## src/rtl/pconv_feeder_c1_if.sv

```systemverilog
// Bus between the partial-conv operand feeder and its environment:
// control, feature-map/weight memory ports and the operand stream.
interface pconv_feeder_c1_if #(
    parameter int N      = 16,
    parameter int ADDR_W = 10,
    parameter int WGT_AW = 4
);
    logic              start;
    logic              hold;
    logic [31:0]       cfg_bias;
    logic [4:0]        cfg_shift;
    logic              img_rd_en;
    logic [ADDR_W-1:0] img_addr;
    logic [N-1:0]      img_rdata;
    logic [WGT_AW-1:0] wgt_addr;
    logic [N-1:0]      wgt_rdata;
    logic              input_vld;
    logic [N-1:0]      input_din;
    logic [N-1:0]      weight_din;
    logic [31:0]       bias_din;
    logic [4:0]        shift_din;
    logic              win_last;
    logic [7:0]        pix_x;
    logic [7:0]        pix_y;
    logic              busy;
    logic              done;

    modport master (
        input  start, hold, cfg_bias, cfg_shift, img_rdata, wgt_rdata,
        output img_rd_en, img_addr, wgt_addr, input_vld, input_din, weight_din,
               bias_din, shift_din, win_last, pix_x, pix_y, busy, done
    );

    modport slave (
        output start, hold, cfg_bias, cfg_shift, img_rdata, wgt_rdata,
        input  img_rd_en, img_addr, wgt_addr, input_vld, input_din, weight_din,
               bias_din, shift_din, win_last, pix_x, pix_y, busy, done
    );
endinterface

```

## src/rtl/pconv_feeder_c1.sv

```systemverilog
// Operand sequencer for the single-channel partial-convolution unit.
// Walks every output pixel and kernel tap, reads image/weight words from
// synchronous memories and streams them with a window-last flag.
module pconv_feeder_c1 #(
    parameter int N           = 16,
    parameter int INPUT_SIZE  = 28,
    parameter int KERNEL_SIZE = 3,
    parameter int STRIDE      = 1,
    parameter int WIN_GAP     = 0,
    parameter int ADDR_W      = 10
) (
    input  logic                clk,
    input  logic                rst,
    pconv_feeder_c1_if.master   bus
);
    localparam int OUT = (INPUT_SIZE - KERNEL_SIZE) / STRIDE + 1;
    localparam int KK  = KERNEL_SIZE * KERNEL_SIZE;
    localparam int WA  = (KK > 1) ? $clog2(KK) : 1;
    localparam int GW  = (WIN_GAP > 0) ? $clog2(WIN_GAP + 1) : 1;

    // Address steps; the address is built incrementally so no multiplier
    // sits on the img_addr path.
    localparam logic [ADDR_W-1:0] A_ROW   = ADDR_W'(INPUT_SIZE);
    localparam logic [ADDR_W-1:0] A_HSTEP = ADDR_W'(STRIDE);
    localparam logic [ADDR_W-1:0] A_VSTEP = ADDR_W'(STRIDE * INPUT_SIZE);
    localparam logic [N-1:0]      ZERO_N  = '0;

    typedef enum logic [2:0] {S_IDLE, S_RUN, S_GAP, S_DRAIN, S_DONE} state_t;

    state_t            r_state, w_next;
    logic [7:0]        r_kx, r_ky, r_ox, r_oy;
    logic [ADDR_W-1:0] r_oy_base;   // top-left address of current output row
    logic [ADDR_W-1:0] r_win_base;  // top-left address of current window
    logic [ADDR_W-1:0] r_row_base;  // first address of current kernel row
    logic [ADDR_W-1:0] r_addr;
    logic [WA-1:0]     r_waddr;
    logic [GW-1:0]     r_gap;
    logic [31:0]       r_bias;
    logic [4:0]        r_shift;
    logic              r_vld, r_last;
    logic [7:0]        r_px, r_py;

    logic w_rd, w_accept, w_win_end, w_final, w_gap_end;

    assign w_accept  = (r_state == S_IDLE) && bus.start;
    assign w_rd      = (r_state == S_RUN) && !bus.hold;
    assign w_win_end = (r_kx == 8'(KERNEL_SIZE - 1)) && (r_ky == 8'(KERNEL_SIZE - 1));
    assign w_final   = w_win_end && (r_ox == 8'(OUT - 1)) && (r_oy == 8'(OUT - 1));
    assign w_gap_end = (r_gap == GW'(WIN_GAP - 1));

    // State register
    always_ff @(posedge clk) begin
        if (rst) r_state <= S_IDLE;
        else     r_state <= w_next;
    end

    // Next-state: final tap drains, other window ends optionally pause
    always_comb begin
        w_next = r_state;
        case (r_state)
            S_IDLE:  if (bus.start) w_next = S_RUN;
            S_RUN: begin
                if (w_rd && w_final)                       w_next = S_DRAIN;
                else if (w_rd && w_win_end && WIN_GAP > 0) w_next = S_GAP;
            end
            S_GAP:   if (w_gap_end) w_next = S_RUN;
            S_DRAIN: w_next = S_DONE;
            S_DONE:  w_next = S_IDLE;
            default: w_next = S_IDLE;
        endcase
    end

    // Gap timer runs freely while in GAP, regardless of hold
    always_ff @(posedge clk) begin
        if (rst || r_state != S_GAP) r_gap <= '0;
        else                         r_gap <= r_gap + 1'b1;
    end

    // Tap/pixel counters and incremental address generation
    always_ff @(posedge clk) begin
        if (rst || w_accept || (w_rd && w_final)) begin
            r_kx <= '0; r_ky <= '0; r_ox <= '0; r_oy <= '0;
            r_oy_base <= '0; r_win_base <= '0; r_row_base <= '0;
            r_addr <= '0; r_waddr <= '0;
        end else if (w_rd) begin
            r_waddr <= w_win_end ? '0 : r_waddr + 1'b1;
            if (r_kx != 8'(KERNEL_SIZE - 1)) begin
                r_kx   <= r_kx + 8'd1;
                r_addr <= r_addr + 1'b1;
            end else if (r_ky != 8'(KERNEL_SIZE - 1)) begin
                r_kx       <= '0;
                r_ky       <= r_ky + 8'd1;
                r_row_base <= r_row_base + A_ROW;
                r_addr     <= r_row_base + A_ROW;
            end else if (r_ox != 8'(OUT - 1)) begin
                r_kx       <= '0;
                r_ky       <= '0;
                r_ox       <= r_ox + 8'd1;
                r_win_base <= r_win_base + A_HSTEP;
                r_row_base <= r_win_base + A_HSTEP;
                r_addr     <= r_win_base + A_HSTEP;
            end else begin
                r_kx       <= '0;
                r_ky       <= '0;
                r_ox       <= '0;
                r_oy       <= r_oy + 8'd1;
                r_oy_base  <= r_oy_base + A_VSTEP;
                r_win_base <= r_oy_base + A_VSTEP;
                r_row_base <= r_oy_base + A_VSTEP;
                r_addr     <= r_oy_base + A_VSTEP;
            end
        end
    end

    // Bias/shift captured once per accepted start
    always_ff @(posedge clk) begin
        if (rst) begin
            r_bias  <= '0;
            r_shift <= '0;
        end else if (w_accept) begin
            r_bias  <= bus.cfg_bias;
            r_shift <= bus.cfg_shift;
        end
    end

    // Read-response alignment: tags follow the memory's one-cycle latency
    always_ff @(posedge clk) begin
        if (rst) begin
            r_vld <= 1'b0; r_last <= 1'b0; r_px <= '0; r_py <= '0;
        end else begin
            r_vld  <= w_rd;
            r_last <= w_rd && w_win_end;
            if (w_rd) begin
                r_px <= r_ox;
                r_py <= r_oy;
            end
        end
    end

    assign bus.img_rd_en  = w_rd;
    assign bus.img_addr   = r_addr;
    assign bus.wgt_addr   = r_waddr;
    assign bus.input_vld  = r_vld;
    assign bus.input_din  = r_vld ? bus.img_rdata : ZERO_N;
    assign bus.weight_din = r_vld ? bus.wgt_rdata : ZERO_N;
    assign bus.bias_din   = r_bias;
    assign bus.shift_din  = r_shift;
    assign bus.win_last   = r_last;
    assign bus.pix_x      = r_px;
    assign bus.pix_y      = r_py;
    assign bus.busy       = (r_state != S_IDLE);
    assign bus.done       = (r_state == S_DONE);
endmodule

```

## src/flat_wrapper.sv

```systemverilog
// flat-port wrapper written by rule: the top's interface ports become plain ports
module pconv_feeder_c1_flat 
#(
    parameter int N           = 16,
    parameter int INPUT_SIZE  = 28,
    parameter int KERNEL_SIZE = 3,
    parameter int STRIDE      = 1,
    parameter int WIN_GAP     = 0,
    parameter int ADDR_W      = 10
)
  (clk, rst, bus_start, bus_hold, bus_cfg_bias, bus_cfg_shift, bus_img_rdata, bus_wgt_rdata, bus_img_rd_en, bus_img_addr, bus_wgt_addr, bus_input_vld, bus_input_din, bus_weight_din, bus_bias_din, bus_shift_din, bus_win_last, bus_pix_x, bus_pix_y, bus_busy, bus_done);
  pconv_feeder_c1_if #(.N(N), .ADDR_W(ADDR_W), .WGT_AW(4)) bus_i ();
  input  logic clk;
  input  logic rst;
  input wire logic [$bits(bus_i.start)-1:0] bus_start;
  input wire logic [$bits(bus_i.hold)-1:0] bus_hold;
  input wire logic [$bits(bus_i.cfg_bias)-1:0] bus_cfg_bias;
  input wire logic [$bits(bus_i.cfg_shift)-1:0] bus_cfg_shift;
  input wire logic [$bits(bus_i.img_rdata)-1:0] bus_img_rdata;
  input wire logic [$bits(bus_i.wgt_rdata)-1:0] bus_wgt_rdata;
  output wire logic [$bits(bus_i.img_rd_en)-1:0] bus_img_rd_en;
  output wire logic [$bits(bus_i.img_addr)-1:0] bus_img_addr;
  output wire logic [$bits(bus_i.wgt_addr)-1:0] bus_wgt_addr;
  output wire logic [$bits(bus_i.input_vld)-1:0] bus_input_vld;
  output wire logic [$bits(bus_i.input_din)-1:0] bus_input_din;
  output wire logic [$bits(bus_i.weight_din)-1:0] bus_weight_din;
  output wire logic [$bits(bus_i.bias_din)-1:0] bus_bias_din;
  output wire logic [$bits(bus_i.shift_din)-1:0] bus_shift_din;
  output wire logic [$bits(bus_i.win_last)-1:0] bus_win_last;
  output wire logic [$bits(bus_i.pix_x)-1:0] bus_pix_x;
  output wire logic [$bits(bus_i.pix_y)-1:0] bus_pix_y;
  output wire logic [$bits(bus_i.busy)-1:0] bus_busy;
  output wire logic [$bits(bus_i.done)-1:0] bus_done;
  assign bus_i.start = bus_start;
  assign bus_i.hold = bus_hold;
  assign bus_i.cfg_bias = bus_cfg_bias;
  assign bus_i.cfg_shift = bus_cfg_shift;
  assign bus_i.img_rdata = bus_img_rdata;
  assign bus_i.wgt_rdata = bus_wgt_rdata;
  assign bus_img_rd_en = bus_i.img_rd_en;
  assign bus_img_addr = bus_i.img_addr;
  assign bus_wgt_addr = bus_i.wgt_addr;
  assign bus_input_vld = bus_i.input_vld;
  assign bus_input_din = bus_i.input_din;
  assign bus_weight_din = bus_i.weight_din;
  assign bus_bias_din = bus_i.bias_din;
  assign bus_shift_din = bus_i.shift_din;
  assign bus_win_last = bus_i.win_last;
  assign bus_pix_x = bus_i.pix_x;
  assign bus_pix_y = bus_i.pix_y;
  assign bus_busy = bus_i.busy;
  assign bus_done = bus_i.done;
  pconv_feeder_c1 #(.N(N), .INPUT_SIZE(INPUT_SIZE), .KERNEL_SIZE(KERNEL_SIZE), .STRIDE(STRIDE), .WIN_GAP(WIN_GAP), .ADDR_W(ADDR_W)) u_core (.clk(clk), .rst(rst), .bus(bus_i));
endmodule
```

## config.mk

```make
export PLATFORM = sky130hd
export DESIGN_NAME = pconv_feeder_c1_flat
export DESIGN_NICKNAME = d
export VERILOG_FILES = /design/src/rtl/pconv_feeder_c1_if.sv /design/src/rtl/pconv_feeder_c1.sv /design/src/flat_wrapper.sv
export SDC_FILE = /design/constraint.sdc
export NUM_CORES = 1
export LEC_CHECK = 0
export ABC_AREA = 1
export CAP_MARGIN = 10
export CORE_MARGIN = 5
export CORE_UTILIZATION = 49
export DETAILED_ROUTE_END_ITERATION = 8
export PLACE_DENSITY = 0.85
export SYNTH_ARGS = -nofsm -noshare
export SYNTH_HDL_FRONTEND = slang
export SYNTH_SLANG_ARGS = --single-unit
```

## constraint.sdc

```tcl
create_clock -name clk -period 2.4 [get_ports clk]
set_input_delay 0.48 -clock clk [delete_from_list [all_inputs] [get_ports clk]]
set_output_delay 0.48 -clock clk [all_outputs]
set_load 0.01 [all_outputs]
```

# Word level (Yosys, flattened, before mapping)
# Index checks and enable logic that the tools add are counted.
[word_totals]
register_bits = 135
input_bits = 73
output_inout_bits = 104
[op_classes]
addsub = 10
eq_ne = 15
n_mux = 13
bitwise_logic = 3
reduce_logical = 17
[op_table]
columns = ["operator", "count"]
rows = [
  ["8-bit by 1-bit adder with 8-bit output, second input constant", 4],
  ["16-bit two-way mux", 2],
  ["10-bit two-way mux", 3],
  ["8-bit two-way mux", 3],
  ["10-bit by 1-bit adder with 10-bit output, second input constant", 2],
  ["10-bit by 5-bit adder with 10-bit output, second input constant", 2],
  ["8-bit by 2-bit == test with 1-bit output, second input constant", 2],
  ["8-bit by 5-bit == test with 1-bit output, second input constant", 2],
  ["8-bit by 2-bit != test with 1-bit output, second input constant", 2],
  ["3-bit case mux with 4 select lines", 1],
  ["3-bit two-way mux", 3],
  ["8-bit by 5-bit != test with 1-bit output, second input constant", 1],
  ["1-bit logical AND", 7],
  ["3-bit by 2-bit == test with 1-bit output, second input constant", 2],
  ["3-bit AND reduction", 2],
  ["4-bit by 1-bit adder with 4-bit output, second input constant", 1],
  ["4-bit two-way mux", 1],
  ["2-bit != test, second input constant", 2],
  ["4-bit AND reduction", 1],
  ["3-bit by 1-bit == test with 1-bit output, second input constant", 1],
  ["3-bit == test, second input constant", 1],
  ["3-bit zero test", 1],
  ["1-bit logical OR", 3],
  ["3-bit by 2-bit != test with 1-bit output, second input constant", 1],
  ["other kinds (6)", 8],
]

# Depth between registers and ports, before layout
# Gate-level depths: netlist of the first run.
[depth]
depth_word = 7
ltp_mapped = 12
mapped_depth_nobuf = 11

# Worst setup path after synthesis of the first run
# OpenSTA, ideal clock, no wires.
[synth_timing]
path_type = "reg2out"
from = "reg u_core.r_state[2]"
to = "out bus_img_rd_en"
arrival_time_ns = 1.228
t_required_ns = 1.920
path_slack_ns = 0.692
path_stages_with_launch = 7
cell_sequence = "dfxtp_1 -> inv_2 -> nand3_2 -> nor2_4 -> buf_6 -> buf_2 -> buf_1"
[synth_via]
elab_chain_len = 2
[synth_lines]
columns = ["item", "line_no", "rtl"]
rows = [
  ["start, declared", "pconv_feeder_c1.sv:30", "state_t r_state, w_next;"],
  ["start signal, assigned", "pconv_feeder_c1.sv:54", "else r_state <= w_next;"],
  ["3-bit by 1-bit == test with 1-bit output", "pconv_feeder_c1.sv:46", "assign w_rd = (r_state == S_RUN) && !bus.hold;"],
  ["1-bit logical AND", "pconv_feeder_c1.sv:46", ""],
  ["end, declared", "flat_wrapper.sv:21", "output wire logic [$bits(bus_i.img_rd_en)-1:0] bus_img_rd_en;"],
]
# No other way between the ends.

# Worst setup path in the final report of the first run
[layout_timing]
from = "in bus_hold"
to = "out bus_img_rd_en"
[layout_via]
elab_chain_len = 2
[layout_lines]
columns = ["item", "line_no", "rtl"]
rows = [
  ["start, declared", "flat_wrapper.sv:16", "input wire logic [$bits(bus_i.hold)-1:0] bus_hold;"],
  ["1-bit zero test", "pconv_feeder_c1.sv:46", ""],
  ["1-bit logical AND", "pconv_feeder_c1.sv:46", ""],
]
# No other way between the ends.

==> results of run 1 <==
flip-flops by register name (all words and copies together) (netlist names), 8 cells and up:
signal	count
u_core.bus.bias_din	32
u_core.bus.img_addr	10
u_core.r_row_base	10
u_core.r_win_base	10
u_core.bus.pix_x	8
u_core.bus.pix_y	8
u_core.r_kx	8
u_core.r_ky	8
u_core.r_ox	8
u_core.r_oy	8
u_core.r_oy_base	8
stage by stage:
step           hold WS, ps  cells  setup WS (ps)
2_1_floorplan        419.1    942          692.3
3_3_place_gp         430.5   1275          78.26
3_5_place_dp         435.3   1275          69.20
4_1_cts              444.7   1307          56.93
5_1_grt              467.0   1307          7.330
6_report             441.7   1307          72.10
area by class of cell:
| type | instances | area, um2 | share of cell area (%) |
|---|---|---|---|
| Multi-Input combinational cell | 619 | 3048 | 33.63 |
| Sequential cell | 133 | 2663 | 29.38 |
| Timing Repair Buffer | 197 | 1957 | 21.59 |
| Inverter | 150 | 563.0 | 6.212 |
| Clock buffer | 18 | 439.2 | 4.845 |
| Tap cell | 176 | 220.2 | 2.430 |
| Clock inverter | 14 | 173.9 | 1.919 |
logic make-up after synthesis:
group / after synthesis / share of synthesized area (%)
AO/OA/AOI/OAI: 169 / 13.35
XOR/XNOR: 28 / 3.797
adder cells (fa/ha/maj): 13 / 2.518
buffers and inverters: 190 / 11.66
flip-flops: 133 / 41.22
AND/OR/NAND/NOR: 409 / 27.45
power by group:
group / total (W) / switching, W / internal [W]
clock network: 0.00268 / 0.00101 / 0.00167
logic: 0.000574 / 0.000258 / 0.000316
registers: 0.00232 / 0.0000365 / 0.00228
total: 0.00557 / 0.00130 / 0.00427
path summary, 6_finish.rpt:
check | start | to | slack [ps]
setup / recovery | bus_hold | bus_img_rd_en | 70
setup reg to reg | u_core.r_kx[0] | u_core.r_oy_base[5] | 400
hold reg to reg | u_core.r_state[2] | u_core.r_state[2] | 440
hold / removal | u_core.r_state[2] | u_core.r_state[2] | 440
cell usage after synthesis:
cell type,count
nand2_1,199
inv_1,143
dfxtp_1,133
nor2_1,93
a21oi_1,89
o21ai_0,73
nand3_1,69
xor2_1,23
clkbuf_1,22
ha_1,13
nand4_1,13
nor3_1,13
buf_2,8
inv_2,7
or2_2,7
buf_4,6
xnor2_1,5
nor2_4,4
buf_1,3
nand3_2,2
nor3b_1,2
o22ai_1,2
or2_0,2
a21o_1,1
a21oi_2,1
a22oi_1,1
buf_6,1
nand2_4,1
nand3_4,1
nand3b_1,1
nor2_2,1
nor4_1,1
o21bai_1,1
o31ai_1,1
worst register-to-register path, cell delays in order (launching register included):
cell and delay, ps:
dfxtp_1 330, inv_1 90, ha_1 160, nand2_1 80, nor2_4 260, nand2_1 170, nor2_4 110, buf_4 230
nand2_1 160, or2_0 230, a21oi_1 110
metal layers:
metal | global-route usage (%) | vias to the layer above | wire [um]
met1 | 26.48 | 2876 | 7353
met2 | 37.37 | 227 | 8372
li1 | - | 3325 | -
met4 | 10.14 | 0 | 501
met5 | 0 | - | 0
met3 | 5.360 | 33 | 1076
==> summary.md, run 1 <==
| Metric | Value |
|---|---|
| Run status | finished clean |
| Skew final | 9.277 ps |
| Detailed placement HPWL | 12.62 mm |
| Most numerous cell on the critical path | clkdlybuf4s50_1 |
| CP top delay family | buffers and inverters |
| Cell taking the most area after synthesis | dfxtp_1 |
| DR vias | 6461 |
| Number of CTS-inserted buffers | 17 |
| Initial Util | 49.36% |
| Most common cell after layout, fill and taps aside | nand2_1 |
| Top cell type's share of synthesized area | 41.22% |
| Max_slew headroom | 71.33% |
| Number of buffers inserted by port buffering | 176 |
| Period minus WS final | 2328 ps |
| Filler cell count | 1028 |
| Fraction of layout cells with a size suffix above 1 | 6.897% |
| Class of the worst hold path | flop to flop |
| First-pass GRT wire length | 28.62 mm |
| GRT Resource Usage Total | 22.09% |
| Clock Latency Late Sink | 420 ps |
| Max Slew Vio Count | 0 |
| Post-synthesis sequential area ratio | 41.22% |
| GP Congestion | 0.8569 |
| Die Ht | 124.8 um |
| Final TNS setup | 0 ps |
| Data required, critical path | 1920 ps |
| Crit end category | output pin |
| Antenna violations before repair | 0 |
| Cell variety after synth | 34 |
| Reg2Reg Depth | 10 |
| Max Cap Viol | 0 |
| Root Driver | clkbuf_16 |
| Post-synthesis net count | 1028 |
| Max Freq | 0.4296 GHz |
| Yosys warnings | 0 |
| Die W | 124.8 um |
| Critical Path Source Type | primary input |
| Worst path max stage delay | 600 ps |
| RSZ-0062 raised after global routing | no |
| CTS tree | yes |
| Hold buffers post-CTS | 0 |
| Post-CTS Resized | 0 |
| Critical path class | primary input to output pin |
| Vias in the first global route | 5926 |
| Worst path bufs/invs | 2 |
| Max VDD drop | 0.0004831 V |
| CP Max Fanout | 7 |
| CP Cell Sequence | clkdlybuf4s50_1 -> nor2_4 -> clkdlybuf4s50_1 |
| Postcts setup bufs | 0 |
| Routed len/inst | 13.24 um |
| DIE AREA | 15580 um2 |
| TritonRoute pass-1 iters | 6 |
| Vias per cell | 4.943 |
| Fin area | 9064 um2 |
| Finish-stage setup viols | 0 |
| DRC viols | 0 |
| Worst path depth | 3 |
| H-tree levels | 4 |
| Hold Path Stages | 1 |
| CTS Sinks | 133 |
| Slowest cell on crit path | clkdlybuf4s50_1 |
| Final hold viol count | 0 |
| Ranking of synthesized cells by area | dfxtp_1 41%, nand2_1 12%, inv_1 8.3%, a21oi_1 6.9%, o21ai_0 5.7% |
| GRT overflow | 0 |
| Core Rows | 42 |
| Clk slew on worst S/H paths | 60 ps |
| Clock Path Buffers | 2 |
| Largest net degree at the start of global routing | 75 |
| Synthesized area | 6459 um2 |
| Core Region | 13090 um2 |
| Tot Pwr | 0.005573 W |
| Synthesized area per cell | 6.856 um2 |
| PD cells | 614.9 nW/um2 |
| DRT iter0 DRCs | 505 |
| Placed Area | 8451 um2 |
| CP Data Arrival Time | 1850 ps |
| Layout area overhead | 40.33% |
| Diode count | 0 |
| Most frequent cells in the layout | 199 x nand2_1, 176 x clkdlybuf4s50_1, 143 x inv_1, 133 x dfxtp_1, 93 x nor2_1 |
| Worst-Margin Slew | 426.7 ps |
| Utilization after layout | 69.27% |
| FF+latch count, synth | 133 |
| Detail Route Antenna Nets | 0 |
| Total Wirelength | 17.30 mm |
| # IOs | 177 |
| Lkg Pwr | 3.944 nW |
| Post-layout nets | 1204 |
| Fin crit share | 97.00% |
| Cell count after synthesis | 942 |
No activity file was read; power rests on OpenSTA's default activity.
==> run 2, diff against run 1 <==
Settings changed: HOLD_SLACK_MARGIN set to 0.08.
==> results of run 2 <==
Final layout, timing and power as in run 1 (identical DEF).
